--- src/rtl/mmu_host_rd_demux_pkg.sv ---
// Shared types and constants for the MMU host-read data demultiplexer.
// Default bus geometry plus the ordering-entry layout used by the arbiter.
package mmu_host_rd_demux_pkg;

   localparam int AXI_DATA_BITS        = 512;
   localparam int N_REGIONS_DEF        = 4;
   localparam int N_REGIONS_BITS       = (N_REGIONS_DEF > 1) ? $clog2(N_REGIONS_DEF) : 1;
   localparam int LEN_BITS_DEF         = 28;
   localparam int MUX_DEPTH_DEF        = 16;
   localparam int HOST_BEAT_BYTES_BITS = $clog2(AXI_DATA_BITS / 8);

   typedef struct packed {
      logic [N_REGIONS_BITS-1:0] vfid;
      logic [LEN_BITS_DEF-1:0]   len;
   } mux_host_t;

   typedef enum logic {
      ST_IDLE,
      ST_ROUTE
   } demux_state_t;

   function automatic int region_bits(input int n);
      return (n > 1) ? $clog2(n) : 1;
   endfunction

endpackage

--- src/rtl/mmu_host_rd_demux_fifo.sv ---
// First-word-fall-through ordering FIFO for host-read mux entries.
// Pointers carry one extra wrap bit to tell full from empty.
module mmu_mux_fifo #(
   parameter int WIDTH = 30,
   parameter int DEPTH = 16
) (
   input  logic             aclk,
   input  logic             areset,
   input  logic             push,
   input  logic [WIDTH-1:0] din,
   input  logic             pop,
   output logic [WIDTH-1:0] dout,
   output logic             full,
   output logic             empty
);

   localparam int AW = $clog2(DEPTH);

   logic [WIDTH-1:0] mem [DEPTH];
   logic [AW:0]      wptr;
   logic [AW:0]      rptr;
   logic             do_push;
   logic             do_pop;

   assign full    = (wptr[AW] != rptr[AW]) && (wptr[AW-1:0] == rptr[AW-1:0]);
   assign empty   = (wptr == rptr);
   assign do_push = push && !full;
   assign do_pop  = pop && !empty;
   assign dout    = mem[rptr[AW-1:0]];

   always_ff @(posedge aclk) begin
      if (areset) begin
         wptr <= '0;
         rptr <= '0;
      end else begin
         if (do_push) wptr <= wptr + 1'b1;
         if (do_pop)  rptr <= rptr + 1'b1;
      end
   end

   always_ff @(posedge aclk) begin
      if (do_push) mem[wptr[AW-1:0]] <= din;
   end

endmodule

--- src/rtl/mmu_host_rd_demux.sv ---
// Steers host read-data beats to the owning region in arbiter issue order,
// regenerating tlast from the byte length of each ordering entry.
module mmu_host_rd_demux
   import mmu_host_rd_demux_pkg::*;
#(
   parameter int  N_REGIONS = N_REGIONS_DEF,
   parameter int  DATA_BITS = AXI_DATA_BITS,
   parameter int  LEN_BITS  = LEN_BITS_DEF,
   parameter int  MUX_DEPTH = MUX_DEPTH_DEF,
   localparam int NRB       = region_bits(N_REGIONS)
) (
   input  logic                   aclk,
   input  logic                   areset,
   input  logic                   s_mux_valid,
   output logic                   s_mux_ready,
   input  logic [NRB-1:0]         s_mux_vfid,
   input  logic [LEN_BITS-1:0]    s_mux_len,
   input  logic                   s_axis_tvalid,
   output logic                   s_axis_tready,
   input  logic [DATA_BITS-1:0]   s_axis_tdata,
   input  logic [DATA_BITS/8-1:0] s_axis_tkeep,
   input  logic                   s_axis_tlast,
   output logic [N_REGIONS-1:0]   m_axis_tvalid,
   input  logic [N_REGIONS-1:0]   m_axis_tready,
   output logic [DATA_BITS-1:0]   m_axis_tdata,
   output logic [DATA_BITS/8-1:0] m_axis_tkeep,
   output logic                   m_axis_tlast,
   output logic                   err_tlast,
   output logic                   err_len_zero
);

   localparam int BYTES = DATA_BITS / 8;
   localparam int BB    = $clog2(BYTES);
   localparam int EW    = NRB + LEN_BITS;
   localparam int CW    = LEN_BITS + 1;

   typedef struct packed {
      logic [NRB-1:0]      vfid;
      logic [LEN_BITS-1:0] len;
   } entry_t;

   entry_t       push_ent;
   entry_t       head;
   logic         fifo_full;
   logic         fifo_empty;
   logic         fifo_push;
   logic         fifo_pop;
   logic         init_q;
   demux_state_t state;
   logic [NRB-1:0] cur_vfid;
   logic [CW-1:0]  cnt;
   logic [CW-1:0]  head_beats;
   logic         in_range;
   logic         head_ok;
   logic         sel_ready;
   logic         gen_last;
   logic         hs;

   function automatic logic [CW-1:0] beats_of(input logic [LEN_BITS-1:0] len);
      logic [CW-1:0] sum;
      sum = {1'b0, len} + CW'(BYTES - 1);
      return sum >> BB;
   endfunction

   // Ready stays low on the first cycle out of reset, then tracks full only.
   assign s_mux_ready = init_q && !fifo_full;
   assign fifo_push   = s_mux_valid && s_mux_ready;
   assign push_ent    = '{vfid: s_mux_vfid, len: s_mux_len};

   mmu_mux_fifo #(
      .WIDTH (EW),
      .DEPTH (MUX_DEPTH)
   ) u_fifo (
      .aclk   (aclk),
      .areset (areset),
      .push   (fifo_push),
      .din    (push_ent),
      .pop    (fifo_pop),
      .dout   (head),
      .full   (fifo_full),
      .empty  (fifo_empty)
   );

   assign head_beats = beats_of(head.len);
   assign in_range   = {1'b0, head.vfid} < (NRB+1)'(N_REGIONS);
   assign head_ok    = !fifo_empty && (head.len != '0) && in_range;
   assign sel_ready  = m_axis_tready[cur_vfid];
   assign gen_last   = (cnt == CW'(1));
   assign hs         = (state == ST_ROUTE) && s_axis_tvalid && sel_ready;

   always_comb begin
      fifo_pop = 1'b0;
      unique case (state)
         ST_IDLE:  fifo_pop = !fifo_empty;
         ST_ROUTE: fifo_pop = hs && gen_last && head_ok;
         default:  fifo_pop = 1'b0;
      endcase
   end

   always_comb begin
      m_axis_tvalid = '0;
      s_axis_tready = 1'b0;
      if (state == ST_ROUTE) begin
         m_axis_tvalid[cur_vfid] = s_axis_tvalid;
         s_axis_tready           = sel_ready;
      end
   end

   assign m_axis_tdata = s_axis_tdata;
   assign m_axis_tkeep = s_axis_tkeep;
   assign m_axis_tlast = (state == ST_ROUTE) && gen_last;

   always_ff @(posedge aclk) begin
      if (areset) begin
         state        <= ST_IDLE;
         cur_vfid     <= '0;
         cnt          <= '0;
         init_q       <= 1'b0;
         err_tlast    <= 1'b0;
         err_len_zero <= 1'b0;
      end else begin
         init_q       <= 1'b1;
         err_tlast    <= hs && (s_axis_tlast != gen_last);
         err_len_zero <= 1'b0;
         unique case (state)
            ST_IDLE: begin
               if (!fifo_empty) begin
                  if (head_ok) begin
                     state    <= ST_ROUTE;
                     cur_vfid <= head.vfid;
                     cnt      <= head_beats;
                  end else begin
                     err_len_zero <= 1'b1;
                  end
               end
            end
            ST_ROUTE: begin
               if (hs) begin
                  if (!gen_last) begin
                     cnt <= cnt - 1'b1;
                  end else if (head_ok) begin
                     // Back-to-back load keeps the input stream bubble-free.
                     cur_vfid <= head.vfid;
                     cnt      <= head_beats;
                  end else begin
                     state <= ST_IDLE;
                  end
               end
            end
            default: state <= ST_IDLE;
         endcase
      end
   end

endmodule

--- config.mk ---
export PLATFORM = sky130hd
export DESIGN_NAME = mmu_host_rd_demux
export DESIGN_NICKNAME = d
export VERILOG_FILES = /design/src/rtl/mmu_host_rd_demux_pkg.sv /design/src/rtl/mmu_host_rd_demux_fifo.sv /design/src/rtl/mmu_host_rd_demux.sv
export SDC_FILE = /design/constraint.sdc
export NUM_CORES = 1
export LEC_CHECK = 0
export BUFFER_PORTS_ARGS = -buffer_cell sky130_fd_sc_hd__buf_2
export CORE_AREA = 2 2 465 467
export CTS_CLUSTER_DIAMETER = 120
export DETAILED_ROUTE_END_ITERATION = 12
export DIE_AREA = 0 0 467 469
export MAX_ROUTING_LAYER = met4
export PLACE_DENSITY = 0.36
export SYNTH_ARGS = -nofsm -noshare
export SYNTH_HDL_FRONTEND = slang
export SYNTH_SLANG_ARGS = --single-unit
--- constraint.sdc ---
create_clock -name aclk -period 5.1 [get_ports aclk]
set_clock_uncertainty 0.2 [all_clocks]
set_input_delay 0.51 -clock aclk [delete_from_list [all_inputs] [get_ports aclk]]
set_output_delay 0.51 -clock aclk [all_outputs]
set_load 0.02 [all_outputs]
=== Word-level counts from Yosys, hierarchy flattened ===
Memory sizes are Yosys's and may differ from the RTL's. A register that Yosys moved wholly into a read port is not among the register bits.
Index checks and enable logic that the tools add are counted.
Widths: inputs -> output; s select.

* Logic and storage cells: 72
* Bits in registers: 45
* Input port bits: 615
* Output and inout port bits: 585
* Bits in read-only memories: 0
* Memories: 1
* Bits in writable memories: 480
* Latch bits: 0

{| class="wikitable"
|+ Memory list
! name !! words !! bits a word !! read ports !! clocked after memory_dff !! write ports !! line !! source
|-
| u_fifo.mem || 16 || 30 || 1 || 1 || 1 || mmu_host_rd_demux_fifo.sv:19 || <nowiki>logic [WIDTH-1:0] mem [DEPTH];</nowiki>
|}

* Reductions and logical operators: 19
* Equal/unequal tests: 8
* Magnitude comparators: 2
* Bitwise logic cells: 2
* Multipliers: 0
* Shifts and indexed selects: 0
* Divide/modulo/power cells: 0
* Add/subtract/negate cells: 4
* Multiplexer cells: 28

{| class="wikitable"
|+ Operators with widths
! kind !! count
|-
| $mux 29 || 4
|-
| $pmux 29 s2 || 1
|-
| $add 28x6->29 const B || 1
|-
| $eq 29x1->1 const B || 1
|-
| $sub 29x1->29 const B || 1
|-
| $reduce_bool 28->1 || 1
|-
| $logic_and 1x1->1 || 13
|-
| $mux 4 || 3
|-
| $mux 1 || 11
|-
| $add 5x1->5 const B || 2
|-
| $mux 2 || 4
|-
| $eq 5x5->1 || 1
|-
| $and 4x4->4 || 1
|-
| $eq 4x4->1 || 1
|-
| $ne 2x1->1 const B || 2
|-
| $pmux 1 s2 || 2
|-
| $pmux 2 s2 || 1
|-
| $lt 2x3->1 const B || 1
|-
| $reduce_and 3->1 || 1
|-
| $reduce_or 3->1 || 1
|-
| $bmux 1 s2 || 1
|-
| $demux 1 s2 || 1
|-
| $ge 2x1->1 const B || 1
|-
| $logic_not 1->1 || 2
|-
| other kinds (4) || 5
|}

=== Depth between registers and ports, before layout ===
* Word-level depth: 9
* Mapped depth: 15
* Depth with buffers taken out: 11

=== Hierarchy ===
From an unflattened synthesis, not the netlist that was laid out.

* Cells, all modules: 1678
* Area total of the unflattened synthesis: 25857.3 um^2

{| class="wikitable"
|+ By module, submodules not included
! module !! sequential area each (um^2) !! cells each !! area each (um^2) !! instances
|-
| mmu_mux_fifo || 14694.1 || 764 || 18854.3 || 1
|-
| mmu_host_rd_demux || 700.7 || 914 || 7003.0 || 1
|}

=== Worst setup path before layout ===
Ideal clock, no wire load.

* Path kind: register to register
* Start: register u_fifo.wptr[2]
* End: memory u_fifo.mem[3][0], enable pin
* Library setup time: 0.454 ns
* Required time: 4.446 ns
* Slack: 0.780 ns
* Arrival: 3.666 ns
* Stages on the path, launching flop included: 9
* Cell sequence: dfxtp_1 clkbuf_1 xnor2_1 nand4_1 o21a_1 and2_1 clkbuf_1 nand2_1 nor3_1

* Longest elaborated chain between the ends: 8

{| class="wikitable"
|+ RTL lines
! element !! line !! source
|-
| start: declaration || mmu_host_rd_demux_fifo.sv:20 || <nowiki>logic [AW:0] wptr;</nowiki>
|-
| start signal: assignment || mmu_host_rd_demux_fifo.sv:36 || <nowiki>if (do_push) wptr <= wptr + 1'b1;</nowiki>
|-
| $eq 4x4->1 || mmu_host_rd_demux_fifo.sv:25 || <nowiki>assign full = (wptr[AW] != rptr[AW]) && (wptr[AW-1:0] == rptr[AW-1:0]);</nowiki>
|-
| $logic_and 1x1->1 || mmu_host_rd_demux_fifo.sv:25 ||
|-
| $logic_not 1->1 || mmu_host_rd_demux.sv:66 || <nowiki>assign s_mux_ready = init_q && !fifo_full;</nowiki>
|-
| $logic_and 1x1->1 || mmu_host_rd_demux.sv:66 ||
|-
| net s_mux_ready || mmu_host_rd_demux.sv:15 || <nowiki>output logic s_mux_ready,</nowiki>
|-
| $logic_and 1x1->1 || mmu_host_rd_demux.sv:67 || <nowiki>assign fifo_push = s_mux_valid && s_mux_ready;</nowiki>
|-
| $logic_and 1x1->1 || mmu_host_rd_demux_fifo.sv:27 || <nowiki>assign do_push = push && !full;</nowiki>
|-
| $mux 1 || mmu_host_rd_demux_fifo.sv:42 || <nowiki>if (do_push) mem[wptr[AW-1:0]] <= din;</nowiki>
|-
| $mux 1 (not written as such) || mmu_host_rd_demux_fifo.sv:42 ||
|-
| end: declaration || mmu_host_rd_demux_fifo.sv:19 ||
|}

The timed path passes the listed nets, and every way through them passes these cells.

==> metrics.csv <==
stage,metric,value,unit
status,status,"complete, no violations",
synthesis,post-synth cell types,77,
job,max_cap viols,0,
detailed_routing,final WL,266000,um
critical_path,critical path data required time,5.44,ns
detailed_routing,Starting DRT DRC Count,1445,
floorplan,num rows,170,
placed_design,IO buf count,47,
clock_tree,"CTS clk-pin slew, worst paths",0.06,ns
timing,FMAX,0.240,GHz
layout,"commonest non-fill, non-tap cell in the layout",edfxtp_1,
synthesis,sequential area share after synthesis,60.0,%
detailed_routing,Detail Route Antenna Nets,0,
synthesis,mapped cell area,25700,um^2
floorplan,Core Area,214000,um^2
clock_tree,CTS tree,done,
clock_tree,"Clk Latency, worst-skew pair",0.64,ns
timing,Tmin final,4.17,ns
timing,RSZ-0062 raised after global routing,false,
critical_path,kind of critical path,reg2reg,
layout,Fillers,23864,
detailed_routing,DR WL/cell,63.1,um
timing,Slew Limit Headroom,31.5,%
timing,fin crit share,81.8,%
clock_tree,H-tree levels,2,
floorplan,Starting Density,12.0,%
timing,final setup TNS,0,ns
worst_hold_path,Hold Path Cell Cnt,1,
grt,vias in the first global route,13235,
layout,Storage cell area,15400,um^2
layout,Area Overhead vs Synth,6.06,%
synthesis,Cells after Synth,1784,
timing,Worst-Margin Slew,1.02,ns
clock_tree,root buf cell,clkbuf_16,
pwr,Lkg Pwr,7.71,nW
pwr,VDD IR max,0.265,mV
critical_path,Critical Path End Type,register,
clock_tree,post-CTS sizing,0,
grt,GRT Total Usage,24.0,%
timing,final setup fails,0,
placed_design,DP HPWL,233000,um
grt,initial antenna violation count,21,
timing,Slew Limit Fails,0,
floorplan,die outline area,219000,um^2
floorplan,Die Ht,469,um
critical_path,CP max FO,22,
layout,Layout Nets,1930,
clock_tree,Clock Sinks,529,
detailed_routing,Pre-antenna DRT Iters,7,
synthesis,"Top FF cell, synth",edfxtp_1,
detailed_routing,vias per cell,3.51,
detailed_routing,DRC,0,
floorplan,die width,467,um
grt,first-pass GRT wire length,296000,um
critical_path,worst path arrival time,4.52,ns
pwr,pwr dens,444,nW/um^2
clock_tree,setup bufs post-CTS,0,
synthesis,"flops & latches, synth",529,
placed_design,gp weighted congestion,0.980,
clock_tree,hold buffer count at cts,0,
worst_hold_path,Hold WC Path Type,in2reg,
layout,most frequent cells in the layout,"edfxtp_1, mux4_2, clkbuf_16",
clock_tree,CTS buffer count,60,
synthesis,Ys Warns,0,
synthesis,Post-Syn Area per Cell,14.4,um^2
synthesis,Post-synth EDFFs,480,
layout,share of cells above drive strength 1,23.7,%
grt,pin count of the biggest net entering global routing,44,
clock_tree,CTS max path bufs,3,
detailed_routing,Vias,14772,
synthesis,Synth Net Count,2406,
grt,Congestion Overflow GR,0,
timing,Final WS setup,0.927,ns
placed_design,Setup Slack @ Placement,0.891,ns
critical_path,R2R depth,12,
timing,"Hold Vio Cnt, Final",0,
layout,area of the multi-input gates,5590,um^2
synthesis,Post-synth ARST share,0,%
floorplan,I/O pin count,1200,
critical_path,startpoint types,register,
## critical path: stages (launching register included)
cell      delay (ns)
dfxtp_4         0.61
buf_4           0.44
buf_4           0.25
mux4_2          0.21
mux2i_1         0.06
o21ai_0         0.33
buf_4           0.24
nor3_2          0.06
nand4_2         0.13
o211ai_4        0.13
nor2_1          0.80
nand2_1         0.34
o221ai_1        0.23
## registers in the layout (all words and copies together) (netlist names), 2 cells and up, named ones only
signal,cells
u_fifo.mem,480
cnt,29
u_fifo.rptr,5
u_fifo.wptr,5
cur_vfid,2
## cells in the mapped netlist, types with 8 or more instances
cell type	number	area [um^2]
nand4_1	8	50.1
nor2b_1	10	62.6
and2_1	8	50.1
a21oi_1	31	155
xnor2_1	22	193
or3_1	8	50.1
inv_1	14	52.6
buf_2	16	80.1
dfxtp_1	49	981
mux4_2	96	2160
nor3_1	39	195
clkbuf_1	21	78.8
mux2i_1	35	350
buf_6	10	113
nor4_1	18	113
a22oi_1	15	113
nand3_1	35	175
nand2_1	51	191
nor2_1	67	251
o21ai_0	18	90.1
nand2b_1	11	68.8
edfxtp_1	480	14400
buf_4	579	4350
a221oi_1	13	114
xor2_1	15	131
## cell type report
cell class              count  share of cell area, %
repair buffers             94                   2.35
multi-input cells         607                   20.5
clock buffers              72                   5.79
inverters                  16                  0.230
diodes                     18                  0.166
flip-flops and latches    529                   56.6
well taps                2838                   13.1
clock inverters            38                   1.25
## layer usage
metal  global-route usage (%)  share of wire (%)
met5                        -                  0
met4                     1.58               0.74
met3                     47.0                 42
met2                     30.0                 37
met1                     13.2                 20
## cell families (layout without fill, tap and decap cells)
group                      after synthesis  count (layout)  share of synthesized area, %
other                                    0              18                             0
adders and majority gates                7               7                         0.341
muxes                                  133             133                          9.88
and+or+nand+nor                        289             289                          5.87
AOI/OAI and AO/OA                      141             141                          4.00
buffers and inverters                  648             220                          18.6
DFF                                    529             529                          60.0
xor gates and xnor gates                37              37                          1.26
## stage by stage
| step | std cells | area [um^2] | hold WS, ns | util (%) | power [mW] |
|---|---|---|---|---|---|
| after floorplan | 1784 | 25700 | 0.247 | - | 7.75 |
| after global placement | 4084 | 25200 | 0.281 | 11.8 | 7.98 |
| after detailed placement | 4084 | 25200 | 0.273 | 11.8 | 7.97 |
| after CTS | 4194 | 27200 | 0.0150 | 12.7 | 12.2 |
| after global routing | 4212 | 27200 | 0.0506 | 12.7 | 12.6 |
| final | 4212 | 27200 | 0.0489 | 12.7 | 12.1 |
## worst paths after layout
check                              startpoint                 to  slack [ns]
worst min-delay path            s_mux_len[15]  u_fifo.mem[7][15]        0.05
worst max register to register       register             cnt[7]        0.93
worst min register to register         cnt[3]             cnt[3]        0.28
worst max-delay path                 register             cnt[7]        0.93
## where the power goes
group          total (mW)  switching (mW)  internal, mW
logic                2.76            1.67          1.10
clock network        4.25            1.81          2.44
registers            5.06           0.210          4.85
total                12.1            3.69          8.40
No activity file was read; power rests on OpenSTA's default activity.
